<file path="src/rtl/mdu_iterative.sv">
// Multi-cycle RV32M multiply/divide unit feeding the register-file write port.
// Shift-add multiply and restoring divide on magnitudes, then a one-cycle sign-fix step.
module mdu_iterative #(
    parameter int WIDTH = 32
) (
    input  logic             CLK,
    input  logic             RST,
    input  logic             START,
    input  logic [2:0]       FUNCT3,
    input  logic [WIDTH-1:0] SRCA,
    input  logic [WIDTH-1:0] SRCB,
    output logic             BUSY,
    output logic             DONE,
    output logic [WIDTH-1:0] RESULT
);
    localparam int CW = $clog2(WIDTH) + 1;

    typedef enum logic [1:0] {
        S_IDLE = 2'd0,
        S_CALC = 2'd1,
        S_FIX  = 2'd2,
        S_DONE = 2'd3
    } state_t;

    function automatic logic [WIDTH-1:0] neg_w(input logic [WIDTH-1:0] v);
        return ~v + WIDTH'(1);
    endfunction

    function automatic logic [2*WIDTH-1:0] neg_2w(input logic [2*WIDTH-1:0] v);
        return ~v + (2*WIDTH)'(1);
    endfunction

    state_t             r_state;
    logic [CW-1:0]      r_cnt;
    logic [2:0]         r_funct3;
    logic [WIDTH-1:0]   r_srca;
    logic [WIDTH-1:0]   r_mag_a;
    logic [WIDTH-1:0]   r_mag_b;
    logic [WIDTH-1:0]   r_quot;
    logic [WIDTH-1:0]   r_result;
    logic [WIDTH:0]     r_rem;
    logic [2*WIDTH-1:0] r_prod;
    logic               r_sign_a;
    logic               r_sign_b;
    logic               r_done;

    logic               w_signed_a;
    logic               w_signed_b;
    logic               w_sa;
    logic               w_sb;
    logic [WIDTH-1:0]   w_mag_a;
    logic [WIDTH-1:0]   w_mag_b;
    logic [WIDTH:0]     w_mul_sum;
    logic [WIDTH+1:0]   w_rem_shift;
    logic               w_div_ge;
    logic [2*WIDTH-1:0] w_prod_fix;
    logic               w_div_zero;
    logic               w_div_ovf;
    logic [WIDTH-1:0]   w_quot_fix;
    logic [WIDTH-1:0]   w_rem_fix;
    logic [WIDTH-1:0]   w_fix_result;

    // Operand signedness: MULH both, MULHSU A only, DIV/REM both.
    assign w_signed_a = (FUNCT3 == 3'b001) || (FUNCT3 == 3'b010) ||
                        (FUNCT3 == 3'b100) || (FUNCT3 == 3'b110);
    assign w_signed_b = (FUNCT3 == 3'b001) || (FUNCT3 == 3'b100) || (FUNCT3 == 3'b110);
    assign w_sa       = w_signed_a && SRCA[WIDTH-1];
    assign w_sb       = w_signed_b && SRCB[WIDTH-1];
    assign w_mag_a    = w_sa ? neg_w(SRCA) : SRCA;
    assign w_mag_b    = w_sb ? neg_w(SRCB) : SRCB;

    // Multiplier sits in the low half of r_prod and drains out LSB first.
    assign w_mul_sum   = {1'b0, r_prod[2*WIDTH-1:WIDTH]} +
                         (r_prod[0] ? {1'b0, r_mag_a} : {(WIDTH+1){1'b0}});
    assign w_rem_shift = {r_rem, r_quot[WIDTH-1]};
    assign w_div_ge    = (w_rem_shift >= {2'b00, r_mag_b});

    assign w_prod_fix = (r_sign_a ^ r_sign_b) ? neg_2w(r_prod) : r_prod;
    assign w_div_zero = (r_mag_b == {WIDTH{1'b0}});
    assign w_div_ovf  = r_sign_a && r_sign_b && (r_mag_b == WIDTH'(1)) &&
                        (r_srca == {1'b1, {(WIDTH-1){1'b0}}});
    assign w_quot_fix = (r_sign_a ^ r_sign_b) ? neg_w(r_quot) : r_quot;
    assign w_rem_fix  = r_sign_a ? neg_w(r_rem[WIDTH-1:0]) : r_rem[WIDTH-1:0];

    // Final-value select applied on the FIX edge
    always_comb begin
        w_fix_result = {WIDTH{1'b0}};
        case (r_funct3)
            3'b000: w_fix_result = w_prod_fix[WIDTH-1:0];
            3'b001, 3'b010, 3'b011: w_fix_result = w_prod_fix[2*WIDTH-1:WIDTH];
            3'b100, 3'b101: begin
                if (w_div_zero) begin
                    w_fix_result = {WIDTH{1'b1}};
                end else if (w_div_ovf) begin
                    w_fix_result = r_srca;
                end else begin
                    w_fix_result = w_quot_fix;
                end
            end
            3'b110, 3'b111: begin
                if (w_div_zero) begin
                    w_fix_result = r_srca;
                end else if (w_div_ovf) begin
                    w_fix_result = {WIDTH{1'b0}};
                end else begin
                    w_fix_result = w_rem_fix;
                end
            end
            default: w_fix_result = {WIDTH{1'b0}};
        endcase
    end

    // Control FSM with the iterative multiply/divide datapath
    always_ff @(posedge CLK) begin
        if (RST) begin
            r_state  <= S_IDLE;
            r_cnt    <= {CW{1'b0}};
            r_funct3 <= 3'b000;
            r_srca   <= {WIDTH{1'b0}};
            r_mag_a  <= {WIDTH{1'b0}};
            r_mag_b  <= {WIDTH{1'b0}};
            r_quot   <= {WIDTH{1'b0}};
            r_rem    <= {(WIDTH+1){1'b0}};
            r_prod   <= {(2*WIDTH){1'b0}};
            r_sign_a <= 1'b0;
            r_sign_b <= 1'b0;
            r_done   <= 1'b0;
            r_result <= {WIDTH{1'b0}};
        end else begin
            case (r_state)
                S_IDLE: begin
                    r_done <= 1'b0;
                    if (START) begin
                        r_funct3 <= FUNCT3;
                        r_srca   <= SRCA;
                        r_sign_a <= w_sa;
                        r_sign_b <= w_sb;
                        r_mag_a  <= w_mag_a;
                        r_mag_b  <= w_mag_b;
                        r_prod   <= {{WIDTH{1'b0}}, w_mag_b};
                        r_quot   <= w_mag_a;
                        r_rem    <= {(WIDTH+1){1'b0}};
                        r_cnt    <= {CW{1'b0}};
                        r_state  <= S_CALC;
                    end else begin
                        r_state <= S_IDLE;
                    end
                end
                S_CALC: begin
                    r_prod <= {w_mul_sum, r_prod[WIDTH-1:1]};
                    r_quot <= {r_quot[WIDTH-2:0], w_div_ge};
                    r_rem  <= w_div_ge ? (WIDTH+1)'(w_rem_shift - {2'b00, r_mag_b})
                                       : (WIDTH+1)'(w_rem_shift);
                    r_cnt  <= r_cnt + CW'(1);
                    if (r_cnt == CW'(WIDTH - 1)) begin
                        r_state <= S_FIX;
                    end else begin
                        r_state <= S_CALC;
                    end
                end
                S_FIX: begin
                    r_result <= w_fix_result;
                    r_done   <= 1'b1;
                    r_state  <= S_DONE;
                end
                S_DONE: begin
                    r_done  <= 1'b0;
                    r_state <= S_IDLE;
                end
                default: begin
                    r_done  <= 1'b0;
                    r_state <= S_IDLE;
                end
            endcase
        end
    end

    assign BUSY   = (r_state != S_IDLE);
    assign DONE   = r_done;
    assign RESULT = r_result;
endmodule

</file>
<file path="config.mk">
export PLATFORM = sky130hd
export DESIGN_NAME = mdu_iterative
export DESIGN_NICKNAME = d
export VERILOG_FILES = /design/src/rtl/mdu_iterative.sv
export SDC_FILE = /design/constraint.sdc
export NUM_CORES = 1
export LEC_CHECK = 0
export CORE_MARGIN = 3
export CORE_UTILIZATION = 40
export DETAILED_ROUTE_END_ITERATION = 8
export PLACE_DENSITY = 0.59
export SETUP_SLACK_MARGIN = 0.02
export SYNTH_ARGS = -nofsm -noshare
export SYNTH_HDL_FRONTEND = slang
export SYNTH_SLANG_ARGS = --single-unit
</file>
<file path="constraint.sdc">
create_clock -name CLK -period 3.9 [get_ports CLK]
set_input_delay 0.78 -clock CLK [delete_from_list [all_inputs] [get_ports CLK]]
set_output_delay 0.78 -clock CLK [all_outputs]
set_load 0.01 [all_outputs]
</file>
# Yosys cells after proc, flatten, opt, wreduce, memory -nomap -nowiden
# Index checks and enable logic that the tools add are counted.
[word_totals]
register_bits = 271
latch_bits = 0
ram_bits = 0
rom_bits = 0
input_bits = 70
out_inout_bits = 34
wordCells = 92
mem_count = 0
[op_classes]
n_addsub = 8
mul = 0
div = 0
n_lt_le_gt_ge = 1
n_eq_ne = 18
n_shift = 0
mux = 24
bitwise_logic = 6
reduce_logical = 22
[ops]
columns = ["cell", "count"]
rows = [
  ["$mux 32", 10],
  ["$add 32x1->32 const B", 4],
  ["$mux 64", 2],
  ["$not 32->32", 4],
  ["$pmux 32 s4", 1],
  ["$pmux 64 s2", 1],
  ["$mux 33", 2],
  ["$pmux 33 s2", 1],
  ["$add 64x1->64 const B", 1],
  ["$not 64->64", 1],
  ["$pmux 32 s2", 1],
  ["$ge 34x32->1", 1],
  ["$add 32x32->33", 1],
  ["$sub 33x32->33", 1],
  ["$eq 32x1->1 const B", 1],
  ["$eq 32x32->1 const B", 1],
  ["$logic_not 32->1", 1],
  ["$eq 3x3->1 const B", 6],
  ["$pmux 6 s2", 1],
  ["$eq 3x2->1 const B", 3],
  ["$pmux 2 s4", 1],
  ["$add 6x1->6 const B", 1],
  ["$eq 3x1->1 const B", 2],
  ["$eq 6x5->1 const B", 1],
  ["other kinds (16)", 30],
]

# Depth between registers and ports, before layout
[logic_depth]
depth_word = 8
ltp_mapped = 15
depth_no_buf = 13

# Least setup slack after synthesis
# OpenSTA, ideal clock, no wires.
[synth_timing]
kind = "input to register"
startpoint = "input port SRCA[7]"
endpoint = "register r_quot[29]"
setup_time_ns = 0.132
arrival_time_ns = 3.236
required_time_ns = 3.768
path_slack_ns = 0.532
cell_stages = 9
path_buffers = 0
cell_sequence = "or4_1 -> or4_1 -> nor4_1 -> nand2_1 -> o31ai_1 -> xor2_1 -> nand2_1 -> o211ai_1 -> a21oi_1"
[synth_between]
elab_chain_len = 5
[synth_rtl]
columns = ["element", "line", "rtl"]
rows = [
  ["from (decl)", "10", "input logic [WIDTH-1:0] SRCA,"],
  ["$not 32->32", "26", "return ~v + WIDTH'(1);"],
  ["$add 32x1->32", "26", ""],
  ["$mux 32", "69", "assign w_mag_a = w_sa ? neg_w(SRCA) : SRCA;"],
  ["$mux 32", "133", "if (START) begin"],
  ["$pmux 32 s2", "130", "case (r_state)"],
  ["to (signal assigned)", "122", "r_quot <= {WIDTH{1'b0}};"],
  ["to (signal assigned)", "141", "r_quot <= w_mag_a;"],
  ["to (signal assigned)", "151", "r_quot <= {r_quot[WIDTH-2:0], w_div_ge};"],
  ["to (decl)", "39", "logic [WIDTH-1:0] r_quot;"],
]
# Every way passes these cells. The select of a mux whose other input is x is not followed.
# A chain may end at the register's enable or synchronous reset.

# Final worst setup path
[layout_timing]
startpoint = "register r_sign_b"
endpoint = "register r_result[22] (netlist: RESULT[22])"
[layout_between]
elab_chain_len = 6
word_cells_on_any_way = 11
classes_between = "mux: 7; bitwise: 1; reduce/logical: 3"
[layout_rtl]
columns = ["element", "line", "rtl"]
rows = [
  ["from (decl)", "44", "logic r_sign_b;"],
  ["from (signal assigned)", "137", "r_sign_b <= w_sb;"],
  ["$logic_and 1x1->1 (3 in series)", "80", "assign w_div_ovf = r_sign_a && r_sign_b && (r_mag_b == WIDTH'(1)) &&"],
  ["$mux 32 (on tied branches)", "103, 94", ""],
  ["$mux 32 (on tied branches)", "101, 92", ""],
  ["$pmux 32 s4 *", "88", "case (r_funct3)"],
  ["to (signal assigned)", "128", "r_result <= {WIDTH{1'b0}};"],
  ["to (signal assigned)", "162", "r_result <= w_fix_result;"],
  ["to (decl)", "40", "logic [WIDTH-1:0] r_result;"],
]
# Mark *: on every way between the ends. The rest lies on a longest branch, timed or not.

==> impl_metrics.yaml <==
route:
  ant_nets: 0
  drc: 0
  vias_per_cell: 6.10
  dr.pass1.iters: 5
  vias: 19643
  drt-total-wl_microns: 72800
  drtIter0Drc: 1934
  wl_per_cell_microns: 22.6
synth:
  ys_warn_count: 0
  yosysUniqueCellTypes: 73
  ys_ff_latch: 270
  synthArstFlopShare_pct: 0
  synthFlopType: "dfxtp_1"
  seq_area_frac_synth_pct: 28.9
  synth_edf_count: 0
  synthCells: 2508
  synth_area_sq_um: 18700
  synth.net_count: 2655
  avgSynthCellArea_sq_um: 7.46
worst_setup_path:
  cp_top_family: "simple AND/OR/NAND/NOR gates"
  crit_buf_inv: 2
  slowest_delay_ns: 0.65
  criticalPathCategory: "reg -> reg"
  slowest_stage: "a2111oi_1"
  crit_chain: "ha_2 > nor4b_2 > buf_4 > nand4_1 > or4_1 > nor4_4 > nor2_1 > nand2_1 > o22ai_1 > a2111oi_1 > buf_4 > a211oi_1"
  startpoint_type: "flop"
  critPathRequiredTime_ns: 4.33
  path_common_cell: "buf_4"
  worstPathArrival_ns: 4.17
  cp-end-kind: "flop"
  cp_max_fo: 8
placement:
  gp_congestion: 1.00
  dp_hpwl_microns: 54700
  port_buffers: 103
  post-place-ws_ns: -0.110
  dp_cells: 3158
timing:
  setup_tns_ns: 0
  worst_slack_ns: 0.155
  fin_crit_sh_pct: 96.0
  finalClockSkew_ns: 0.0185
  min_period_ns: 3.74
  maxSlewViolCount: 0
  max_freq_mhz: 267
  worstMarginPinSlew_ns: 0.827
  slew_headroom_pct: 44.9
  finalSetupViolations: 0
  rsz0062_at_grt: "no"
  hold_viol_final: 0
finish:
  drive_above_1_share_pct: 8.93
  syn2layout_area_growth_pct: 18.5
  n_antenna_cell: 0
  final_common_cell: "nand2_1"
  fin_nets: 2742
  layout_common_cells: "nand2_1, dfxtp_1, a21oi_1, nor2_1, o21ai_0"
  multi_input_area_sq_um: 12500
  regArea_sq_um: 5410
  layoutNonFillerInstCount: 3221
  fill_cells: 4538
clock_tree:
  clkSinkCount: 270
  cts_buffer_depth: 3
  cts_buffers: 35
  clock-root-buffer: "clkbuf_16"
  cts_tree: "yes"
  clk_pin_slew_ns: 0.05
  cts_htree_levels: 2
  postCtsSetupBuffers: 0
  cts_hold_buf: 0
  clk_latency_ns: 0.56
power_and_ir_drop:
  p_per_area_nw_per_um2: 384
  p_leak_nw: 8.52
  p_total_mw: 8.53
  ir_worst_vdd_mv: 0.336
die:
  rows: 78
  die_area_sq_um: 49400
  initial_core_util_pct: 40.9
  io-pin-count: 104
  core_area_sq_um: 45800
  die_h_microns: 222
  die_w_microns: 222
run:
  cap_violations: 0
grt:
  grt_use_total_pct: 28.0
  grt_overflow_total: 0
  grt_pass1_vias: 18139
  grt_max_degree: 153
  antenna_found_initial: 0
  grt_pass1_wl_microns: 109000
outcome:
  outcome: "complete, no violations"
hold_path:
  hold_path.class: "reg -> reg"
layout make-up:
type / count / share of cell area (%)
Timing Repair Buffer: 217 / 8.68
Clock buffer: 46 / 4.60
Sequential cell: 270 / 24.4
Clock inverter: 17 / 1.39
Inverter: 70 / 1.18
Tap cell: 600 / 3.38
Multi-Input combinational cell: 2001 / 56.4
metrics by stage:
stage | hold WS [ns] | util, % | instance area (sq um)
final | 0.479 | 48.5 | 22200
after global routing | 0.491 | 48.5 | 22200
after CTS | 0.477 | 48.4 | 22200
after detailed placement | 0.466 | 45.5 | 20800
after global placement | 0.462 | 45.5 | 20800
after floorplan | 0.440 | - | 18700
what timing repair did:
| item | 4_1_cts | 5_1_grt |
|---|---|---|
| hold endpoints to repair | 0 | 0 |
| endpoints found under the setup margin | 3 | 7 |
| resized for setup | 3 | 6 |
registers in the layout, summed over array words and instances, names as in the netlist, named ones only:
register  count
r_sign_a      1
r_sign_b      1
r_cnt         6
r_mag_b      32
r_rem        33
RESULT       32
r_mag_a      31
r_prod       64
r_funct3      3
DONE          1
r_srca       32
r_state       1
r_quot       32
synth_stat cells, drive strengths merged (7+ instances only):
| cell type | instances | area (sq um) |
|---|---|---|
| nand2 | 314 | 1180 |
| o21a | 8 | 60.1 |
| o211ai | 25 | 188 |
| a211oi | 55 | 413 |
| or4 | 35 | 274 |
| or3 | 26 | 168 |
| a31oi | 26 | 163 |
| inv | 70 | 263 |
| o21bai | 7 | 52.6 |
| a22oi | 30 | 225 |
| mux2 | 12 | 135 |
| or2 | 14 | 87.6 |
| o221ai | 15 | 131 |
| a32oi | 14 | 123 |
| nand3 | 29 | 145 |
| nor2 | 229 | 860 |
| o22ai | 7 | 43.8 |
| o41ai | 29 | 262 |
| and3 | 8 | 50.1 |
| dfxtp | 270 | 5410 |
| a21oi | 235 | 1180 |
| xnor2 | 112 | 981 |
| o31ai | 51 | 383 |
| buf | 12 | 53.8 |
| nand2b | 19 | 119 |
| nor4 | 34 | 219 |
| a2111oi | 11 | 104 |
| a221oi | 17 | 149 |
| nor2b | 9 | 56.3 |
| o21ai | 198 | 991 |
| and2 | 41 | 257 |
| ha | 75 | 938 |
| xor2 | 119 | 1040 |
| mux2i | 18 | 180 |
| a21o | 27 | 203 |
| clkbuf | 155 | 582 |
| nand4 | 22 | 138 |
| nor3 | 71 | 355 |
worst reg2reg max path, delay by kind of cell, from the launching register on:
kind,cells,cell delay [ns]
DFF,1,0.36
adders and majority gates,1,0.25
buffers and inverters,2,0.41
AOI/OAI and AO/OA,3,0.87
and+or+nand+nor,6,1.73
power by group:
group / internal (mW) / total, mW / switching [mW]
sequential: 2.91 / 3.08 / 0.177
clock: 2.38 / 3.74 / 1.36
combinational: 0.612 / 1.70 / 1.09
total: 5.90 / 8.53 / 2.62
final timing paths:
path	cells after the start	start	to	slack (ns)
min	2	RESULT[10]$_SDFFE_PP0P_	RESULT[10]$_SDFFE_PP0P_	0.48
max reg2reg	12	r_sign_b$_SDFFE_PP0P_	RESULT[22]$_SDFFE_PP0P_	0.16
max	12	r_sign_b$_SDFFE_PP0P_	RESULT[22]$_SDFFE_PP0P_	0.16
min reg2reg	2	RESULT[10]$_SDFFE_PP0P_	RESULT[10]$_SDFFE_PP0P_	0.48
kinds of logic after synthesis:
kind of cell / after synthesis / synth area share, %
multiplexers: 30 / 1.68
adder cells (fa/ha/maj): 77 / 5.23
XOR/XNOR: 231 / 10.8
AND/OR/NAND/NOR: 866 / 21.5
AO/OA/AOI/OAI: 797 / 27.1
flip-flops: 270 / 28.9
buffers and inverters: 237 / 4.80
metal layers:
| layer | part of all wire (%) | global-route usage [%] | up-vias |
|---|---|---|---|
| li1 | - | - | 9275 |
| met1 | 45 | 39.5 | 9415 |
| met2 | 45 | 44.5 | 837 |
| met3 | 7.5 | 3.92 | 116 |
| met4 | 2.9 | 8.68 | 0 |
| met5 | 0 | 0 | - |
Note: power is estimated with default switching activity, not from simulation.
